File: config.mk
export PLATFORM = sky130hd
export DESIGN_NAME = down_timer_flat
export DESIGN_NICKNAME = d
export VERILOG_FILES = /design/src/rtl/down_timer_if.sv /design/src/rtl/down_timer.sv /design/src/flat_wrapper.sv
export SDC_FILE = /design/constraint.sdc
export NUM_CORES = 1
export LEC_CHECK = 0
export CAP_MARGIN = 20
export CORE_MARGIN = 2
export CORE_UTILIZATION = 45
export DETAILED_ROUTE_END_ITERATION = 12
export GPL_ROUTABILITY_DRIVEN = 0
export PLACE_DENSITY = 0.81
export REMOVE_ABC_BUFFERS = 1
export SLEW_MARGIN = 20
export SYNTH_ARGS = -nofsm -noshare
export SYNTH_HDL_FRONTEND = slang
export SYNTH_SLANG_ARGS = --single-unit
File: constraint.sdc
create_clock -name clock -period 2 [get_ports clock]
set_input_delay 0.4 -clock clock [delete_from_list [all_inputs] [get_ports clock]]
set_output_delay 0.4 -clock clock [all_outputs]
set_load 0.02 [all_outputs]
File: src/rtl/down_timer_if.sv
// Load handshake between a producer and down_timer: start value plus periodic-mode flag.
interface down_timer_if #(
  parameter int unsigned WIDTH = 4
);
  logic             load_valid;
  logic             load_ready;
  logic [WIDTH-1:0] load_value;
  logic             auto_reload;

  modport master (
    output load_valid,
    output load_value,
    output auto_reload,
    input  load_ready
  );

  modport slave (
    input  load_valid,
    input  load_value,
    input  auto_reload,
    output load_ready
  );
endinterface

File: src/rtl/down_timer.sv
// Loadable down-counter/timer with one-cycle expiry pulse and optional auto-reload.
module down_timer #(
  parameter int unsigned WIDTH = 4
) (
  input  logic             clock,
  input  logic             reset,
  down_timer_if.slave      lif,
  input  logic             enable,
  input  logic             abort,
  output logic [WIDTH-1:0] q,
  output logic             busy,
  output logic             done
);

  typedef enum logic {IDLE, RUN} state_t;

  state_t           state, state_d;
  logic [WIDTH-1:0] q_d;
  logic [WIDTH-1:0] period, period_d;
  logic             reload_r, reload_d;
  logic             done_d;

  always_ff @(posedge clock) begin
    if (reset) begin
      state    <= IDLE;
      q        <= '0;
      period   <= '0;
      reload_r <= 1'b0;
      done     <= 1'b0;
    end else begin
      state    <= state_d;
      q        <= q_d;
      period   <= period_d;
      reload_r <= reload_d;
      done     <= done_d;
    end
  end

  always_comb begin
    state_d  = state;
    q_d      = q;
    period_d = period;
    reload_d = reload_r;
    done_d   = 1'b0;
    unique case (state)
      IDLE: begin
        if (lif.load_valid) begin
          period_d = lif.load_value;
          reload_d = lif.auto_reload;
          if (lif.load_value != '0) begin
            q_d     = lif.load_value;
            state_d = RUN;
          end else begin
            // zero load expires immediately and never reloads
            q_d    = '0;
            done_d = 1'b1;
          end
        end
      end
      RUN: begin
        if (abort) begin
          q_d     = '0;
          state_d = IDLE;
        end else if (enable) begin
          if (q > WIDTH'(1)) begin
            q_d = q - WIDTH'(1);
          end else if (q == WIDTH'(1)) begin
            done_d = 1'b1;
            if (reload_r) begin
              q_d = period;
            end else begin
              q_d     = '0;
              state_d = IDLE;
            end
          end
        end
      end
      default: state_d = IDLE;
    endcase
  end

  assign busy           = (state == RUN);
  assign lif.load_ready = (state == IDLE);

endmodule
File: src/flat_wrapper.sv
// flat-port wrapper written by rule: the top's interface ports become plain ports
module down_timer_flat 
#(
  parameter int unsigned WIDTH = 4
)
  (clock, reset, enable, abort, q, busy, done, lif_load_valid, lif_load_value, lif_auto_reload, lif_load_ready);
  down_timer_if #(.WIDTH(WIDTH)) lif_i ();
  input  logic clock;
  input  logic reset;
  input  logic enable;
  input  logic abort;
  output logic [WIDTH-1:0] q;
  output logic busy;
  output logic done;
  input wire logic [$bits(lif_i.load_valid)-1:0] lif_load_valid;
  input wire logic [$bits(lif_i.load_value)-1:0] lif_load_value;
  input wire logic [$bits(lif_i.auto_reload)-1:0] lif_auto_reload;
  output wire logic [$bits(lif_i.load_ready)-1:0] lif_load_ready;
  assign lif_i.load_valid = lif_load_valid;
  assign lif_i.load_value = lif_load_value;
  assign lif_i.auto_reload = lif_auto_reload;
  assign lif_load_ready = lif_i.load_ready;
  down_timer #(.WIDTH(WIDTH)) u_core (.clock(clock), .reset(reset), .lif(lif_i), .enable(enable), .abort(abort), .q(q), .busy(busy), .done(done));
endmodule
; ---- Word-level counts from Yosys, hierarchy flattened
; Cells that the tools add are included.
[op_classes]
eq_ne = 4
n_lt_le_gt_ge = 1
n_addsub = 1
n_bitwise = 1
n_reduce_logical = 3
muxes = 23
[op_table]
columns = op, count
row1 = $mux 4, 7
row2 = $mux 1, 13
row3 = $pmux 4 s2, 1
row4 = $eq 4x1->1 const B, 1
row5 = $gt 4x1->1 const B, 1
row6 = $ne 4x4->1 const B, 1
row7 = $pmux 1 s2, 2
row8 = $reduce_bool 4->1, 1
row9 = $sub 4x1->4 const B, 1
row10 = $ne 3x3->1 const B, 1
row11 = $reduce_and 3->1, 1
row12 = $ne 2x2->1 const B, 1
row13 = $reduce_and 2->1, 1
row14 = $not 1->1, 1
[totals]
output_inout_bits = 7
register_bits = 11
elab_cells = 38
inputBits = 10

; ---- Longest topological paths before layout
[depth]
depth_word = 6
mapped_depth = 6
ltp_nobuf = 6

; ---- Least setup slack after synthesis
; Ideal clock, no wire load.
[synth_path]
kind = register to register
startpoint = reg u_core.q[1]
endpoint = reg u_core.q[0]
arrival_ns = 1.595
setup_time_ns = 0.139
path_stages_with_launch = 7
setup_slack_ns = 0.266
n_path_buf = 0
period_less_slack_ns = 1.734
required_time_ns = 1.861
cell_sequence = dfxtp_1 -> inv_1 -> ha_1 -> or2_2 -> and4_1 -> o31ai_1 -> a221oi_1
[synth_between]
elab_chain_cells = 5
word_cells_on_any_way = 8
classes_between = 1 x order compare / 2 x eq/ne / 4 x mux / 1 x reduce/logical
[synth_rtl]
columns = item, line
row1 = from (decl), down_timer.sv:10  ; output logic [WIDTH-1:0] q,
row2 = from (signal assigned), down_timer.sv:32  ; q <= q_d;
row3 = $gt 4x1->1, down_timer.sv:65  ; if (q > WIDTH'(1)) begin
row4 = $mux 4, down_timer.sv:65
row5 = $mux 4, down_timer.sv:64  ; end else if (enable) begin
row6 = $mux 4, down_timer.sv:61  ; if (abort) begin
row7 = $pmux 4 s2, down_timer.sv:45  ; unique case (state)
; Parallel ways exist; a longest one is shown, timed or not. The select of a mux whose other input is x is not followed.
; A chain may end at the register's enable or synchronous reset.

; ---- Final worst setup path
[layout_path]
startpoint = reg u_core.state, in the netlist u_core.busy
endpoint = out lif_load_ready
[layout_between]
elab_chain_cells = 1
[layout_rtl]
columns = item, line
row1 = from (decl), down_timer.sv:17  ; state_t state, state_d;
row2 = from (signal assigned), down_timer.sv:31  ; state <= state_d;
row3 = $not 1->1, down_timer.sv:83  ; assign lif.load_ready = (state == IDLE);
row4 = to (decl), flat_wrapper.sv:18  ; output wire logic [$bits(lif_i.load_ready)-1:0] lif_load_ready;
; Every way passes these cells.

==> reports/metrics.yaml <==
die_h_um: 41.4
rsz0062_at_grt: "false"
slowest_delay_ps: 640
post_drt_wl_per_cell_um: 14.0
hpwl_mm: 1.20
ant_nets: 0
tns_ps: 0
power_switching_mw: 0.188
power.internal_mw: 0.396
yosys_register_bits: 11
finalSetupViolCount: 0
relSlewSlack: 0.708
cp-start-kind: "flop"
first_pass_iters: 4
drcViolationCount: 0
fin_area_um2: 840
vias_per_cell: 6.11
placed_cells: 105
instances_no_fill: 109
row_count: 13
post_cts.repair.setup_buffers: 0
track_usage: 0.194
min_path_type: "flop to flop"
num_io_pins: 17
vias: 666
p_total_mw: 0.584
grt_pass1_wl_mm: 2.62
ir_worst_vdd_uv: 401
ff2ff_setup_slack_ps: 300
overflow: 0
r2r_start: "u_core.q[0]$_SDFFE_PP0P_"
start_util: 0.485
htree_levels: 1
core_area_um2: 1300
clk_pin_slew_ps: 70
reg2reg_depth: 6
timing.hold.ws_ps: 499
grt_pass1_vias: 633
ys_warn_count: 0
worst_pin_slew_ps: 436
p_comb_frac: 0.301
cts_resized: 0
drive_above_1_share: 0.0851
worstPathMaxFanout: 8
slew_viol_final: 0
arrival_ps: 1480
yosysSeqAreaShare: 0.349
nNetsFinal: 107
outcome: "complete, no violations"
whs_path_depth: 2
grt_max_degree: 10
crit_type: "flop to output pin"
seq_power_share: 0.439
antenna_found_initial: 0
syn_area_um2: 631
critPathRequiredTime_ps: 1600
placed_area_um2: 813
syn_to_final_growth_pct: 33.1
switching_share: 0.322
cp-end-kind: "output pin"
port_buffers: 16
pwr-share-clk: 0.260
finalWorstSetupSlack_ps: 118
tritoncts: "built"
clock_skew_ps: 7.17
hold_path.startpoint: "u_core.period[1]$_SDFFE_PP0P_"
finalHoldViolCount: 0
die-area_um2: 1720
pre_cts_slack_ps: 253
wl_mm: 1.52
period_needed_ps: 1880
maxCapViolations: 0
post-route-period-util: 0.941
synth_cells: 74
ys_types: 24
fmax_mhz: 531
power-per-cell-area_nw_per_um2: 696
die_w_um: 41.4
crit_chain: "inv_1, clkdlybuf4s50_1"
root_buffer: "clkbuf_4"
drt_iter0_markers: 11
clk_path_buf_depth: 2
timing.rr.end: "u_core.q[1]$_SDFFE_PP0P_"
final_util: 0.645
numClockSinks: 11
numCtsBuffers: 3
antenna_cells: 0
crit_slowest_cell: "clkdlybuf4s50_1"
p_leak_nw: 0.324
synth_area_per_cell_um2: 8.52
clk_latency_ps: 270
timing.hold.worst_endpoint: "u_core.period[1]$_SDFFE_PP0P_"
ctsHoldBuffers: 0
cell usage after synthesis:
master     number  area share
dfxtp_1        11        0.35
a21oi_1         8       0.063
nor2_1          8       0.048
inv_1           7       0.042
o21ai_0         7       0.056
mux2i_1         5       0.079
a221oi_1        4       0.056
o31ai_1         3       0.036
or3_1           3       0.030
and4_1          2       0.028
ha_1            2       0.040
nand2_1         2       0.012
a211o_2         1       0.016
a22o_1          1       0.014
and3_1          1      0.0099
clkbuf_1        1      0.0059
nand2b_1        1      0.0099
nand3_1         1      0.0079
nor2_2          1      0.0099
nor4_1          1      0.0099
o211ai_1        1       0.012
o2bb2ai_1       1       0.014
o41ai_4         1       0.044
or2_2           1      0.0099
worst max-delay path by stage:
stage | start | endpoint | cells after the start
2_1_floorplan | u_core.q[1]$_SDFFE_PP0P_ | u_core.q[0]$_SDFFE_PP0P_ | 6
3_3_place_gp | lif_load_valid | u_core.period[3]$_SDFFE_PP0P_ | 5
3_5_place_dp | enable | u_core.q[0]$_SDFFE_PP0P_ | 4
4_1_cts | u_core.busy$_SDFF_PP0_ | lif_load_ready | 2
5_1_grt | u_core.busy$_SDFF_PP0_ | lif_load_ready | 2
6_report | u_core.busy$_SDFF_PP0_ | lif_load_ready | 2
cells in the final DEF, fill, tap and decap left out, drive strengths merged:
master / instances
nor4: 1
a22o: 1
mux2i: 5
o2bb2ai: 1
or2: 1
nor2: 9
a221oi: 4
nand2b: 1
inv: 7
o41ai: 1
o211ai: 1
o21ai: 7
clkdlybuf4s50: 16
nand3: 1
or3: 3
a21oi: 8
ha: 2
a211o: 1
dfxtp: 11
buf: 1
and3: 1
clkbuf: 4
o31ai: 3
and4: 2
nand2: 2
kinds of logic after synthesis:
kind of cell,after synthesis,share of synthesized area
AOI/OAI and AO/OA,27,0.310
and+or+nand+nor,21,0.175
DFF,11,0.349
buffers and inverters,8,0.0476
muxes,5,0.0794
adders and majority gates,2,0.0397
worst max-delay path: cells and delay by family, from the launching register on:
family / cells / cell delay (ps)
flip-flops: 1 / 380
buffers and inverters: 2 / 830
power groups by stage:
| stage | Sequential (mW) | Combinational (mW) | Clock [mW] |
|---|---|---|---|
| after floorplan | 0.269 | 0.0939 | 0 |
| after global placement | 0.261 | 0.171 | 0 |
| after detailed placement | 0.262 | 0.174 | 0 |
| after CTS | 0.257 | 0.175 | 0.156 |
| after global routing | 0.260 | 0.192 | 0.168 |
| final | 0.257 | 0.176 | 0.152 |
sequential cells by signal, indices dropped and copies added, names as in the netlist:
register,cells
u_core.busy,1
u_core.done,1
u_core.period,4
u_core.q,4
u_core.reload_r,1
layout make-up:
class	instances	area, um^2
fill	120	462
multi-input combinational	55	380
inverter	7	26.3
timing repair buffer	17	168
clock buffer	4	26.3
sequential	11	220
tap	15	18.8
metal layers:
| layer | track usage | up-vias | part of all wire |
|---|---|---|---|
| li1 | - | 321 | - |
| met4 | 0.110 | 0 | 0.024 |
| met2 | 0.322 | 27 | 0.48 |
| met1 | 0.238 | 313 | 0.44 |
| met3 | 0.0261 | 5 | 0.051 |
| met5 | 0 | - | 0 |
Note: power is estimated with default switching activity, not from simulation.
